File: src/rtl/median_win_fetch.sv
// 3x3 window fetcher: reads a centre pixel's neighbourhood from frame RAM and hands it to the sorter.
// Build option WIN_ZERO_PAD_EN: zero-pad out-of-image neighbours instead of edge-replicating them.
module median_win_fetch #(
  parameter int unsigned PIX_W  = 8,
  parameter int unsigned DIM_W  = 10,
  parameter int unsigned ADDR_W = 18
) (
  input  logic                 CLK,
  input  logic                 RST,
  input  logic                 pix_done_sig,
  input  logic [DIM_W-1:0]     row_addr_sig,
  input  logic [DIM_W-1:0]     column_addr_sig,
  input  logic [DIM_W-1:0]     rows,
  input  logic [DIM_W-1:0]     cols,
  output logic                 rd_en,
  output logic [ADDR_W-1:0]    rd_addr,
  input  logic [PIX_W-1:0]     rd_data,
  output logic [9*PIX_W-1:0]   win_data,
  output logic                 win_valid,
  input  logic                 win_ready,
  output logic                 nxt_pix_sig,
  output logic                 frame_done,
  output logic                 busy
);

  localparam int unsigned DW1 = DIM_W + 1;

  typedef enum logic [2:0] {
    StIdle,
    StRead,
    StDrain,
    StValid,
    StNext,
    StDone
  } state_e;

  state_e             state_q, state_d;
  logic [3:0]         k_q, k_d;
  logic [DIM_W-1:0]   row_q, col_q, rows_q, cols_q;
  logic               cap_vld_q, cap_zero_q;
  logic [3:0]         cap_k_q;
  logic [PIX_W-1:0]   win_q [9];

  logic               start;
  logic [1:0]         ri, ci;
  logic [DIM_W:0]     r_sum, c_sum;
  logic               r_lo, r_hi, c_lo, c_hi;
  logic [DIM_W-1:0]   r_cl, c_cl;
  logic [ADDR_W-1:0]  addr;
  logic               slot_zero;
  logic               in_read;

  assign start   = pix_done_sig && (row_addr_sig != '0) && (column_addr_sig != '0);
  assign in_read = (state_q == StRead);

  // Slot k maps to row offset k/3 and column offset k%3 (both biased by +1).
  always_comb begin
    ri = 2'd0;
    ci = 2'd0;
    case (k_q)
      4'd0:    begin ri = 2'd0; ci = 2'd0; end
      4'd1:    begin ri = 2'd0; ci = 2'd1; end
      4'd2:    begin ri = 2'd0; ci = 2'd2; end
      4'd3:    begin ri = 2'd1; ci = 2'd0; end
      4'd4:    begin ri = 2'd1; ci = 2'd1; end
      4'd5:    begin ri = 2'd1; ci = 2'd2; end
      4'd6:    begin ri = 2'd2; ci = 2'd0; end
      4'd7:    begin ri = 2'd2; ci = 2'd1; end
      4'd8:    begin ri = 2'd2; ci = 2'd2; end
      default: begin ri = 2'd0; ci = 2'd0; end
    endcase
  end

  // Latched row/col are always >= 1, so the biased sums never wrap below zero.
  always_comb begin
    r_sum = {1'b0, row_q} + DW1'(ri) - DW1'(1);
    c_sum = {1'b0, col_q} + DW1'(ci) - DW1'(1);
    r_lo  = (r_sum == '0);
    r_hi  = (r_sum > {1'b0, rows_q});
    c_lo  = (c_sum == '0);
    c_hi  = (c_sum > {1'b0, cols_q});
    if (r_lo) begin
      r_cl = DIM_W'(1);
    end else if (r_hi) begin
      r_cl = rows_q;
    end else begin
      r_cl = r_sum[DIM_W-1:0];
    end
    if (c_lo) begin
      c_cl = DIM_W'(1);
    end else if (c_hi) begin
      c_cl = cols_q;
    end else begin
      c_cl = c_sum[DIM_W-1:0];
    end
    addr = ADDR_W'(r_cl - DIM_W'(1)) * ADDR_W'(cols_q) + ADDR_W'(c_cl - DIM_W'(1));
  end

`ifdef WIN_ZERO_PAD_EN
  assign slot_zero = r_lo | r_hi | c_lo | c_hi;
`else
  assign slot_zero = 1'b0;
`endif

  always_comb begin
    rd_en   = in_read && !slot_zero;
    rd_addr = rd_en ? addr : '0;
  end

  always_comb begin
    state_d = state_q;
    k_d     = k_q;
    unique case (state_q)
      StIdle: begin
        if (start) begin
          state_d = StRead;
          k_d     = '0;
        end
      end
      StRead: begin
        k_d = k_q + 4'd1;
        if (k_q == 4'd8) begin
          state_d = StDrain;
        end
      end
      StDrain: state_d = StValid;
      StValid: begin
        if (win_ready) begin
          state_d = ((row_q == rows_q) && (col_q == cols_q)) ? StDone : StNext;
        end
      end
      StNext:  state_d = StIdle;
      StDone:  state_d = StIdle;
      default: state_d = StIdle;
    endcase
  end

  always_ff @(posedge CLK) begin
    if (RST) begin
      state_q    <= StIdle;
      k_q        <= '0;
      row_q      <= '0;
      col_q      <= '0;
      rows_q     <= '0;
      cols_q     <= '0;
      cap_vld_q  <= 1'b0;
      cap_zero_q <= 1'b0;
      cap_k_q    <= '0;
      for (int i = 0; i < 9; i++) begin
        win_q[i] <= '0;
      end
    end else begin
      state_q <= state_d;
      k_q     <= k_d;
      if ((state_q == StIdle) && start) begin
        row_q  <= row_addr_sig;
        col_q  <= column_addr_sig;
        rows_q <= rows;
        cols_q <= cols;
      end
      // RAM data lags rd_en by one cycle, so the slot tag is pipelined alongside it.
      cap_vld_q  <= in_read;
      cap_zero_q <= slot_zero;
      cap_k_q    <= k_q;
      if (cap_vld_q) begin
        win_q[cap_k_q] <= cap_zero_q ? '0 : rd_data;
      end
    end
  end

  always_comb begin
    win_data = '0;
    for (int i = 0; i < 9; i++) begin
      win_data[i*PIX_W +: PIX_W] = win_q[i];
    end
  end

  assign win_valid   = (state_q == StValid);
  assign nxt_pix_sig = (state_q == StNext);
  assign frame_done  = (state_q == StDone);
  assign busy        = (state_q != StIdle);

endmodule

File: config.mk
export PLATFORM = sky130hd
export DESIGN_NAME = median_win_fetch
export DESIGN_NICKNAME = d
export VERILOG_FILES = /design/src/rtl/median_win_fetch.sv
export SDC_FILE = /design/constraint.sdc
export NUM_CORES = 1
export LEC_CHECK = 0
export BUFFER_PORTS_ARGS = -buffer_cell sky130_fd_sc_hd__buf_2
export CAP_MARGIN = 10
export CELL_PAD_IN_SITES_DETAIL_PLACEMENT = 0
export CELL_PAD_IN_SITES_GLOBAL_PLACEMENT = 2
export CORE_MARGIN = 4
export CORE_UTILIZATION = 34
export CTS_BUF_LIST = sky130_fd_sc_hd__clkbuf_8
export DETAILED_ROUTE_END_ITERATION = 10
export GPL_ROUTABILITY_DRIVEN = 0
export PLACE_DENSITY_LB_ADDON = 0.25
export SLEW_MARGIN = 30
export SYNTH_ARGS = -nofsm -noshare
export SYNTH_HDL_FRONTEND = slang
export SYNTH_SLANG_ARGS = --single-unit
File: constraint.sdc
create_clock -name CLK -period 12.4 [get_ports CLK]
set_input_delay 2.48 -clock CLK [delete_from_list [all_inputs] [get_ports CLK]]
set_output_delay 2.48 -clock CLK [all_outputs]
set_load 0.03 [all_outputs]
-- Yosys cells after proc, flatten, opt, wreduce, memory -nomap -nowiden
Memory sizes are Yosys's and may differ from the RTL's. A register that Yosys moved wholly into a read port is not among the register bits.
Cells that the tools add are included.
- multipliers: 1
- $lt $le $gt $ge: 2
- mux-type cells: 22
- reduce and logical (&&, ||, !) cells: 14
- equal/unequal tests: 11
- divide/modulo/power cells: 0
- shift operators: 0
- bitwise gates (word level): 0
- add/sub/neg operators: 8
- operator list (operator ; number):
    10-bit 2-to-1 mux ; 4
    10-bit by 2-bit adder with 11-bit output ; 2
    11-bit by 10-bit > comparator with 1-bit output ; 2
    11-bit zero test ; 2
    10-bit by 1-bit subtractor with 11-bit output (second input constant) ; 2
    11-bit by 1-bit subtractor with 11-bit output (second input constant) ; 2
    10-bit equality test ; 2
    10-bit nonzero test ; 2
    18-bit adder ; 1
    11-bit by 11-bit multiplier with 18-bit output ; 1
    18-bit 2-to-1 mux ; 1
    4-bit 2-to-1 mux ; 4
    3-bit case mux with 4 select lines ; 1
    3-bit 2-to-1 mux ; 3
    8-bit 2-to-1 mux ; 1
    4-bit case mux with 2 select lines ; 1
    8-bit OR reduction ; 1
    1-bit 2-to-1 mux ; 7
    3-bit by 2-bit equality test with 1-bit output (second input constant) ; 2
    3-bit equality test (second input constant) ; 2
    4-bit by 1-bit adder with 4-bit output (second input constant) ; 1
    4-bit equality test (second input constant) ; 1
    1-bit logical AND ; 4
    2-bit by 1-bit != test with 1-bit output (second input constant) ; 2
    7 further kinds ; 7
- register bits after elaboration: 52
- memory bits (read-only): 64
- bits in writable memories: 72
- word-level logic and storage cells: 68
- output and inout bits: 95
- input bits: 52
- latch bits: 0
- memories: 2
- memories (memory ; words ; width ; rd ports ; clocked after Yosys merged registers in ; wr ports ; RTL line ; RTL):
    win_q ; 9 ; 8 ; 9 ; 0 ; 9 ; 42 ; logic [PIX_W-1:0] win_q [9];
    (name not given) ; 16 ; 4 ; 1 ; 1 ; 0 ; 60 ; case (k_q)

-- Longest topological paths before layout
Gate-level depths: netlist (run 1).
- depth in word-level cells: 9
- depth in mapped cells: 43

-- Worst setup path before layout (run 1)
No wires, ideal clock.
- path type: reg2out
- start: reg row_q[1]
- end: out rd_addr[17]
- arrival: 9.641 ns
- setup slack: 0.279 ns
- buffers on the path: 1
- stages on the path, launching flop included: 40
- path through: dfxtp_1 > inv_1 > ha_1 > inv_1 > ha_1 > fa_1 > a21oi_2 > o211ai_1 > a211oi_2 > ha_1 > a21o_1 > a211oi_1 > o21ai_0 > o21ai_1 > nand2_1 > nor2_1 > a22oi_2 > buf_4 > (+4 left out) > xor2_1 > nand2_1 > fa_1 > fa_1 > fa_1 > inv_1 > fa_1 > inv_1 > fa_1 > inv_1 > ha_1 > a21oi_1 > o22ai_1 > o41ai_1 > o21ai_0 > xnor2_1 > xnor3_1 > nor2_1
- word-level cells in the longest chain between the ends: 9
- elaborated cells on any way between the ends: 10
- classes of those cells: add/sub: 4; mul: 1; order compare: 1; mux: 3; reduce/logical: 1
- RTL lines (item ; RTL line ; RTL):
    start, declared ; 39 ; logic [DIM_W-1:0] row_q, col_q, rows_q, cols_q;
    start signal, assigned ; 156 ; row_q <= row_addr_sig;
    10-bit by 2-bit adder with 11-bit output (*) ; 76 ; r_sum = {1'b0, row_q} + DW1'(ri) - DW1'(1);
    11-bit by 1-bit subtractor with 11-bit output (*) ; 76 ;
    11-bit by 10-bit > comparator with 1-bit output ; 79 ; r_hi = (r_sum > {1'b0, rows_q});
    10-bit 2-to-1 mux ; 84 ; end else if (r_hi) begin
    10-bit 2-to-1 mux (*) ; 82 ; if (r_lo) begin
    10-bit by 1-bit subtractor with 11-bit output (*) ; 96 ; addr = ADDR_W'(r_cl - DIM_W'(1)) * ADDR_W'(cols_q) + ADDR_W'(c_cl - DIM_W'(1));
    11-bit by 11-bit multiplier with 18-bit output (*) ; 96 ;
    18-bit adder (*) ; 96 ;
    18-bit 2-to-1 mux (*) ; 107 ; rd_addr = rd_en ? addr : '0;
    end, declared ; 16 ; output logic [ADDR_W-1:0] rd_addr,
Mark *: on every way between the ends. The rest lies on a longest branch, timed or not.

-- Worst setup path after layout (run 1)
Same ends and word-level chain as after synthesis.

==> impl_summary.txt, run 1 <==
----------------------------------------------------
[Status]
  Run status ... finished, final reports clean

[Global route]
  Maximum number of pins on one net before global-route repair ... 67
  Tot GR Track Use ... 0.1783
  Initial antenna violation count ... 0
  First-pass GRT wire length ... 51,370 um
  Remaining global-route overflow ... 0
  Number of global-route vias before repair ... 9,302

[Synthesis]
  Predominant post-synthesis flop cell ... sky130_fd_sc_hd__edfxtp_1
  Number of flops mapped to enable cells by yosys ... 72
  Number of instances in the synthesized netlist ... 1,288
  Register area share after synthesis ... 0.2836
  Cell type with the highest aggregate area in the netlist ... sky130_fd_sc_hd__edfxtp_1
  Total nets after synthesis ... 1,530
  Cell area after technology mapping ... 0.01157 mm2
  Fraction of post-synthesis cell area in the top cell type by area ... 0.1868
  Top cells by area in the synthesized netlist ... sky130_fd_sc_hd__edfxtp_1 19%, sky130_fd_sc_hd__fa_1 17%, sky130_fd_sc_hd__ha_1 10%
  Commonest cells post-synth ... 210 x sky130_fd_sc_hd__inv_1, 170 x sky130_fd_sc_hd__nand2_1, 97 x sky130_fd_sc_hd__fa_1
  Most common cell in the netlist ... sky130_fd_sc_hd__inv_1
  Fraction of synthesis flops using an asynchronous set or reset pin ... 0
  Post-synthesis average cell area ... 8.987 um2
  Number of distinct standard cells referenced by the synthesized netlist ... 68
  Synthesis-stage register bit count ... 128
  Synth warn ... 0

[Floorplan]
  Horizontal extent of the die ... 192.5 um
  Area of the core region ... 0.03353 mm2
  Overall die area ... 0.03706 mm2
  Die span in y ... 192.5 um
  Count of boundary I/O pins ... 147
  Number of cell rows ... 67
  Effective utilization at floorplan ... 0.3452

[Worst setup path]
  Required time at the endpoint of the critical path ... 9920 ps
  Slowest stage delay, CP ... 570 ps
  Worst Path Class, Setup ... reg -> out
  Slowest cell on crit path ... sky130_fd_sc_hd__fa_1
  Critical Path End Type ... primary output
  Data arrival time of the critical path ... 9340 ps
  Worst-case reg-to-reg path depth ... 10
  Peak fanout along the critical path ... 6
  Type of origin of the critical path ... flop

[Placed design]
  Number of cells after detailed placement ... 1,872
  Total half-perimeter wirelength after legalization and detailed placement ... 25,530 um
  Count of buffers inserted at the top-level ports ... 146

[STA]
  Setup repair after global routing missed its margin ... true
  Final hold slack ... 488.2 ps
  Setup TNS ... 0 ps
  Fmax ... 84.57 MHz
  Hold Fails Final Rpt ... 0
  Worst-Margin Slew ... 853.2 ps
  Fin. max-slew vios ... 0
  Part of the cycle the worst path needs ... 0.9536
  Setup violation total in the final timing report ... 0
  Setup clock skew after layout ... 10.54 ps
  Period minus WS final ... 11,820 ps
  Relative slew slack ... 0.4298

[Cells and area]
  Count of non-filler cells in the finished layout ... 1,929
  Area growth from synthesis to layout ... 18.66%
  ANT cells ... 0
  Proportion of layout cells with a drive suffix above 1 ... 0.2053
  Core occupancy in the finished layout ... 0.4096
  Final-stage net count ... 1,710

[Clock network]
  Clock root buffer ... sky130_fd_sc_hd__clkbuf_8
  Clock transition at the registers of the reported paths ... 70 ps
  CTS tree ... built
  Number of sinks driven by the clock tree ... 128
  H-tree depth ... 4
  TritonCTS Buffers ... 17
  Clock latency on the worst-skew pair ... 450 ps
  Count of hold buffers inserted by post-cts repair ... 0
  Clock tree buffer depth ... 2

[Drt]
  Vias ... 9,119
  WL/cell ... 16.79 um
  First DRT Iteration DRCs ... 441
  Final routed DRC violation total ... 0
  First-pass DRT Iterations ... 5
  Drt via density ... 4.727
  Routed wire length ... 32,390 um
  Number of nets still failing antenna checks after routing ... 0

[Min path]
  Number of cells on the worst hold path ... 2
  Tightest Hold Check Type ... reg -> reg

[Flow run]
  Max-cap violations ... 0

----------------------------------------------------
## area by class of cell
| type | count | area (um2) |
|---|---|---|
| clock inverters | 15 | 117.6 |
| fillers | 3462 | 19800 |
| well taps | 448 | 560.5 |
| flip-flops and latches | 128 | 3284 |
| multi-input cells | 912 | 7581 |
| repair buffers | 199 | 1169 |
| clock buffers | 17 | 234.0 |
| inverters | 210 | 788.3 |
## registers in the layout (all words and copies together), names as in the netlist, 3 cells and up
| name | flops |
|---|---|
| win_q | 72 |
| col_q | 10 |
| cols_q | 10 |
| row_q | 10 |
| rows_q | 10 |
| cap_k_q | 4 |
| k_q | 4 |
| state_q | 3 |
## layout by cell type (no fill, tap or decap), types with 10 or more instances in the layout
cell type	instances
sky130_fd_sc_hd__dfxtp_1	55
sky130_fd_sc_hd__o211ai_1	10
sky130_fd_sc_hd__inv_1	209
sky130_fd_sc_hd__ha_1	89
sky130_fd_sc_hd__fa_1	96
sky130_fd_sc_hd__nor3_1	21
sky130_fd_sc_hd__xor2_1	15
sky130_fd_sc_hd__clkbuf_8	17
sky130_fd_sc_hd__a21oi_1	67
sky130_fd_sc_hd__o21ai_0	14
sky130_fd_sc_hd__and2_1	94
sky130_fd_sc_hd__buf_4	49
sky130_fd_sc_hd__o21a_1	10
sky130_fd_sc_hd__xnor2_1	47
sky130_fd_sc_hd__nor2_1	81
sky130_fd_sc_hd__nand3_1	17
sky130_fd_sc_hd__edfxtp_1	72
sky130_fd_sc_hd__nand2_1	169
sky130_fd_sc_hd__or2_2	11
sky130_fd_sc_hd__nand4_1	10
sky130_fd_sc_hd__buf_2	146
## through the flow
| stage | setup WS (ps) | area, um2 |
|---|---|---|
| floorplan | 279.1 | 11570 |
| global placement | 109.4 | 12930 |
| detailed placement | 48.42 | 12930 |
| CTS | 38.99 | 13350 |
| global route | -35.21 | 13730 |
| finish | 575.0 | 13730 |
## worst paths after layout
path / startpoint / end / slack [ps]
max reg2reg: state_q[2]$_SDFFE_PP0P_ / ci[1]$_DFF_P_ / 9180
min reg2reg: row_q[0]$_SDFFE_PP0P_ / row_q[0]$_SDFFE_PP0P_ / 490
max: row_q[1]$_SDFFE_PP0P_ / rd_addr[17] / 580
min: row_q[0]$_SDFFE_PP0P_ / row_q[0]$_SDFFE_PP0P_ / 490
## cells by family (layout without fill, tap and decap cells)
kind of cell             after synthesis  in the layout  share of synthesized area
flip-flops                           128            128                     0.2836
XOR/XNOR                              71             71                    0.05880
AND/OR/NAND/NOR                      459            459                     0.1937
AO/OA/AOI/OAI                        177            177                     0.1010
adder cells (fa/ha/maj)              190            190                     0.2683
buffers and inverters                248            441                    0.08096
multiplexers                          15             15                    0.01362
## worst max-delay path, delay by kind of cell, from the launching register on
kind	cells	cell delay, ps
AOI/OAI and AO/OA	13	2490
xor gates and xnor gates	3	700
adders and majority gates	10	4120
buffers and inverters	7	570
DFF	1	330
and+or+nand+nor	4	660
## metal layers
layer	GRT usage	vias to the layer above	share of wire
met3	0.02605	37	0.043
met1	0.2439	4353	0.47
li1	-	4545	-
met4	0.04526	0	0.018
met5	0	-	0
met2	0.2979	184	0.47
## what timing repair did
action,CTS,global route
resized for setup,6,48
setup endpoints to repair,2,5
pin swaps,4,26
buffers inserted,4,19
cloned,0,1
Power of run 1 is not shown: default switching activity piles up to over one toggle a cycle in this logic, so the estimate is an artifact.
==> run 2, diff against run 1 <==
Settings changed: CORE_ASPECT_RATIO from default to 0.8.
==> impl_summary.txt, run 2 (synthesized netlist as in run 1, its figures left out) <==
----------------------------------------------------
[Status]
  Run status ... finished, final reports clean

[Cells and area]
  Area growth from synthesis to layout ... 20.06%
  Proportion of layout cells with a drive suffix above 1 ... 0.2233 (+0.01800)
  Most common cell after layout, fill and taps aside ... sky130_fd_sc_hd__inv_1
  Area of the multi-input gates ... 0.007667 mm2 (+1.1%)
  Number of fillers in the final layout ... 3,459 (-0.087%)
  Final-stage net count ... 1,716 (+0.35%)
  ANT cells ... 0 (unchanged)
  Area occupied by registers ... 0.003288 mm2 (+0.11%)
  Max FFs per register ... 72 (unchanged)
  Top register by number of flip-flops ... win_q
  Most frequent cells in the layout ... 208 x sky130_fd_sc_hd__inv_1, 168 x sky130_fd_sc_hd__nand2_1, 145 x sky130_fd_sc_hd__buf_2
  Final design area excluding fillers ... 0.01390 mm2 (+1.2%)

[Worst setup path]
  Type of origin of the critical path ... flop
  Critical Path End Type ... primary output
  Peak fanout along the critical path ... 5 (-1)
  R2R setup slack ... 9710 ps (+530 ps)
  Required time at the endpoint of the critical path ... 9920 ps (about the same)
  Source of the worst register-to-register timing path ... state_q[0]$_SDFFE_PP0P_
  Data arrival time of the critical path ... 9430 ps (+90 ps)
  CP bufs+invs ... 14 (+7)
  Worst path most repeated cell ... sky130_fd_sc_hd__buf_4
  Worst Path Class, Setup ... reg -> out
  Slowest cell on crit path ... sky130_fd_sc_hd__fa_1
  Endpoint of the most critical register-to-register path ... ci[1]$_DFF_P_
  Worst-case reg-to-reg path depth ... 10 (unchanged)
  Slowest stage delay, CP ... 540 ps (-30 ps)
  Worst path top cell family by delay ... adder cells

[STA]
  Setup repair after global routing missed its margin ... true
  Setup violation total in the final timing report ... 0 (unchanged)
  Fin. max-slew vios ... 0 (unchanged)
  Fmax ... 83.98 MHz (-0.69%)
  Worst-Margin Slew ... 867.7 ps (+14.46 ps)
  Setup clock skew after layout ... 22.92 ps (+12.38 ps)
  Period minus WS final ... 11,910 ps (+82.75 ps)
  Relative slew slack ... 0.4155 (-0.01438)
  Hold Fails Final Rpt ... 0 (unchanged)
  Part of the cycle the worst path needs ... 0.9603 (+0.006673)

[Drt]
  First-pass DRT Iterations ... 5 (unchanged)
  WL/cell ... 16.89 um (+0.61%)
  Final routed DRC violation total ... 0 (unchanged)
  First DRT Iteration DRCs ... 531 (+20%)
  Number of nets still failing antenna checks after routing ... 0 (unchanged)
  Routed wire length ... 32,450 um (+0.20%)
  Vias ... 9,206 (+0.95%)
  Drt via density ... 4.792 (+1.4%)

[Clock network]
  Clock latency on the worst-skew pair ... 480 ps (+30 ps)
  Count of hold buffers inserted by post-cts repair ... 0 (unchanged)
  Number of sinks driven by the clock tree ... 128 (unchanged)
  TritonCTS Buffers ... 17 (unchanged)
  CTS tree ... built
  Clock root buffer ... sky130_fd_sc_hd__clkbuf_8
  Clock tree buffer depth ... 2 (unchanged)
  H-tree depth ... 4 (unchanged)
  Clock transition at the registers of the reported paths ... 100 ps (+30 ps)

[Floorplan]
  Horizontal extent of the die ... 214.3 um (+11%)
  Effective utilization at floorplan ... 0.3442 (-0.001027)
  Area of the core region ... 0.03363 mm2 (+0.30%)
  Overall die area ... 0.03708 mm2 (about the same)
  Die span in y ... 173.0 um (-10%)
  Number of cell rows ... 60 (-10%)
  Count of boundary I/O pins ... 147 (unchanged)

[Min path]
  Worst Min Path Start ... row_q[0]$_SDFFE_PP0P_
  Tightest Hold Check Type ... reg -> reg
  Number of cells on the worst hold path ... 2 (unchanged)
  Endpoint of the worst hold path ... row_q[0]$_SDFFE_PP0P_

[Global route]
  Maximum number of pins on one net before global-route repair ... 67 (unchanged)
  Remaining global-route overflow ... 0 (unchanged)
  Initial antenna violation count ... 0 (unchanged)
  Number of global-route vias before repair ... 9,247 (-0.59%)
  Tot GR Track Use ... 0.1784 (about the same)
  First-pass GRT wire length ... 52,720 um (+2.6%)

[Placed design]
  Cell area after placement ... 0.01306 mm2 (+0.95%)
  Total half-perimeter wirelength after legalization and detailed placement ... 25,780 um (+0.99%)
  Count of buffers inserted at the top-level ports ... 146 (unchanged)

[Flow run]
  Max-cap violations ... 0 (unchanged)

----------------------------------------------------
==> run 2: worst max-delay path by stage <==
stage / startpoint / cells after the start / end
after detailed placement: row_q[1]$_SDFFE_PP0P_ / 42 / rd_addr[17]
final: ri[1]$_DFF_P_ / 43 / rd_addr[17]
after global routing: row_q[1]$_SDFFE_PP0P_ / 43 / rd_addr[17]
after CTS: col_q[1]$_SDFFE_PP0P_ / 44 / rd_addr[17]
after global placement: row_q[1]$_SDFFE_PP0P_ / 42 / rd_addr[17]
after floorplan: row_q[1]$_SDFFE_PP0P_ / 39 / rd_addr[17]
==> run 2: area by class of cell <==
| type | count | share of cell area |
|---|---|---|
| Clock buffer | 17 | 0.01684 |
| Clock inverter | 15 | 0.01350 |
| Inverter | 210 | 0.05672 |
| Multi-Input combinational cell | 912 | 0.5517 |
| Sequential cell | 128 | 0.2366 |
| Tap cell | 434 | 0.03907 |
| Timing Repair Buffer | 205 | 0.08553 |
==> run 2: per-stage QoR <==
step           setup TNS [ps]  instances  hold slack [ps]  setup WS (ps)    util
3_5_place_dp                0       1875            490.6          20.18  0.3882
4_1_cts                     0       1910            502.1          43.51  0.4029
6_report                    0       1921            483.5          492.3  0.4132
5_1_grt                -135.0       1921            499.7         -107.4  0.4132
2_1_floorplan               0       1288            461.8          279.1       -
3_3_place_gp                0       1875            477.6          103.1  0.3882
==> run 2: per-layer routing <==
metal	vias to the layer above	GRT usage	wire (um)
met5	-	0	0
met4	0	0.03025	272
met3	19	0.02424	1163
met2	174	0.2910	14910
met1	4454	0.2578	16100
li1	4559	-	-
==> run 2: tightest hold or removal path, cell delays in order (launching register included) <==
cell,delay [ps]
sky130_fd_sc_hd__dfxtp_2,340
sky130_fd_sc_hd__nand2_1,50
sky130_fd_sc_hd__a21oi_1,50
==> run 2: repair_timing <==
item / in CTS / in global routing
buffers inserted: 3 / 11
setup endpoints to repair: 2 / 3
pin swaps: 3 / 31
gates resized for setup: 11 / 58
Power of run 2 is left out for the same reason.
==> run 3, diff against run 2 <==
Settings changed: CORE_UTILIZATION 34 to 33, CTS_BUF_LIST sky130_fd_sc_hd__clkbuf_8 to default, TNS_END_PERCENT from default to 10.
==> impl_summary.txt, run 3 (synthesized netlist as in run 1, its figures left out) <==
----------------------------------------------------
[Worst setup path]
  Worst setup path startpoint ... row_q[1]$_SDFFE_PP0P_
  Data arrival time of the critical path ... 9360 ps (-70 ps)
  Peak fanout along the critical path ... 11 (+6)
  CP bufs+invs ... 9 (-5)
  Worst path top cell family by delay ... adder cells
  Type of origin of the critical path ... flop
  Worst Path Class, Setup ... reg -> out
  Source of the worst register-to-register timing path ... state_q[2]$_SDFFE_PP0P_
  Critical Path End Type ... primary output
  Slowest cell on crit path ... sky130_fd_sc_hd__fa_1
  Slowest stage delay, CP ... 550 ps (about the same)
  Required time at the endpoint of the critical path ... 9920 ps (about the same)

[STA]
  Part of the cycle the worst path needs ... 0.9545 (-0.005755)
  Worst setup slack after layout ... 563.6 ps (+71.36 ps)
  Setup repair after global routing missed its margin ... true
  Setup violation total in the final timing report ... 0 (unchanged)
  Worst-Margin Slew ... 867.1 ps (-0.6002 ps)
  Period minus WS final ... 11,840 ps (-71.36 ps)
  Setup clock skew after layout ... 15.39 ps (-7.536 ps)
  Fmax ... 84.49 MHz (+0.60%)
  Relative slew slack ... 0.4206 (+0.005113)
  Fin. max-slew vios ... 0 (unchanged)
  Hold Fails Final Rpt ... 0 (unchanged)
  Final hold slack ... 472.4 ps (-11.14 ps)

[Floorplan]
  Count of boundary I/O pins ... 147 (unchanged)
  Die span in y ... 175.5 um (+1.4%)
  Area of the core region ... 0.03465 mm2 (+3.0%)
  Overall die area ... 0.03815 mm2 (+2.9%)
  Horizontal extent of the die ... 217.4 um (+1.4%)
  Effective utilization at floorplan ... 0.3340 (-0.01012)
  Number of cell rows ... 61 (+1.7%)

[Drt]
  Routed wire length ... 32,830 um (+1.2%)
  Drt via density ... 4.711 (-1.7%)
  Final routed DRC violation total ... 0 (unchanged)
  First-pass DRT Iterations ... 5 (unchanged)
  WL/cell ... 16.71 um (-1.1%)
  Number of nets still failing antenna checks after routing ... 0 (unchanged)
  First DRT Iteration DRCs ... 495 (-6.8%)
  Vias ... 9,253 (+0.51%)

[Cells and area]
  ANT cells ... 0 (unchanged)
  Final design area excluding fillers ... 0.01415 mm2 (+1.8%)
  Proportion of layout cells with a drive suffix above 1 ... 0.2218 (-0.001418)
  Most common cell after layout, fill and taps aside ... sky130_fd_sc_hd__inv_1
  Most frequent cells in the layout ... 209 x sky130_fd_sc_hd__inv_1, 168 x sky130_fd_sc_hd__nand2_1, 146 x sky130_fd_sc_hd__buf_2
  Max FFs per register ... 72 (unchanged)
  Count of non-filler cells in the finished layout ... 1,964 (+2.2%)
  Final-stage net count ... 1,721 (+0.29%)
  Top register by number of flip-flops ... win_q
  Area growth from synthesis to layout ... 22.25%

[Status]
  Run status ... finished, final reports clean

[Placed design]
  Total half-perimeter wirelength after legalization and detailed placement ... 26,070 um (+1.1%)
  Cell area after placement ... 0.01306 mm2 (about the same)
  Count of buffers inserted at the top-level ports ... 146 (unchanged)
  Pre-CTS setup slack ... 126.5 ps (+106.3 ps)
  Number of cells after detailed placement ... 1,906 (+1.7%)

[Clock network]
  Clock tree buffer depth ... 2 (unchanged)
  Clock root buffer ... sky130_fd_sc_hd__clkbuf_16
  CTS tree ... built
  Number of sinks driven by the clock tree ... 128 (unchanged)
  Clock transition at the registers of the reported paths ... 60 ps (-40 ps)
  Count of hold buffers inserted by post-cts repair ... 0 (unchanged)
  Clock latency on the worst-skew pair ... 450 ps (-30 ps)
  TritonCTS Buffers ... 17 (unchanged)
  H-tree depth ... 4 (unchanged)

[Global route]
  Number of global-route vias before repair ... 9,582 (+3.6%)
  First-pass GRT wire length ... 53,030 um (+0.59%)
  Tot GR Track Use ... 0.1774 (-0.0009926)
  Remaining global-route overflow ... 0 (unchanged)
  Initial antenna violation count ... 0 (unchanged)
  Maximum number of pins on one net before global-route repair ... 67 (unchanged)

[Flow run]
  Max-cap violations ... 0 (unchanged)

[Min path]
  Worst Min Path Start ... row_q[1]$_SDFFE_PP0P_
  Tightest Hold Check Type ... reg -> reg

----------------------------------------------------
[run 3: cell count changes in the layout (fill, tap and decap cells not counted), moves of 4 or more]
| cell | previous run | this run |
|---|---|---|
| sky130_fd_sc_hd__clkbuf_16 | 0 | 17 |
| sky130_fd_sc_hd__clkbuf_8 | 17 | 0 |
| sky130_fd_sc_hd__inv_8 | 6 | 1 |
| sky130_fd_sc_hd__a21oi_2 | 9 | 13 |
| sky130_fd_sc_hd__ha_4 | 7 | 3 |
[run 3: final timing paths]
| check | end | slack [ps] | cells after the start |
|---|---|---|---|
| max | rd_addr[17] | 560 | 40 |
| max reg2reg | ci[1]$_DFF_P_ | 9270 | 10 |
| min reg2reg | row_q[1]$_SDFFE_PP0P_ | 470 | 2 |
| min | row_q[1]$_SDFFE_PP0P_ | 470 | 2 |
[run 3: area by class of cell]
class,instances,area [um2]
clock inverters,14,155.1
fillers,3568,20500
well taps,472,590.6
multi-input cells,912,7659
repair buffers,210,1242
clock buffers,18,429.2
inverters,210,788.3
flip-flops and latches,128,3286
[run 3: metrics by stage]
stage,util,TNS (ps)
global route,0.4084,-87.90
global placement,0.3761,0
floorplan,-,0
CTS,0.3955,0
detailed placement,0.3769,0
finish,0.4084,0
[run 3: what timing repair did]
action | 4_1_cts | 5_1_grt
resized for setup | 8 | 65
gates cloned | 0 | 1
endpoints found under the setup margin | 3 | 6
setup buffers | 3 | 22
pin swaps | 2 | 30
[run 3: tightest hold or removal path, stage by stage (launching register included)]
cell	delay, ps
sky130_fd_sc_hd__dfxtp_2	330
sky130_fd_sc_hd__nand2_1	50
sky130_fd_sc_hd__a21oi_1	50
[run 3: routing by layer]
metal,vias up,global-route usage,share of wire
li1,4565,-,-
met1,4472,0.2530,0.49
met2,186,0.2859,0.45
met3,30,0.02612,0.038
met4,0,0.04291,0.018
met5,-,0,0
Power of run 3 is left out for the same reason.
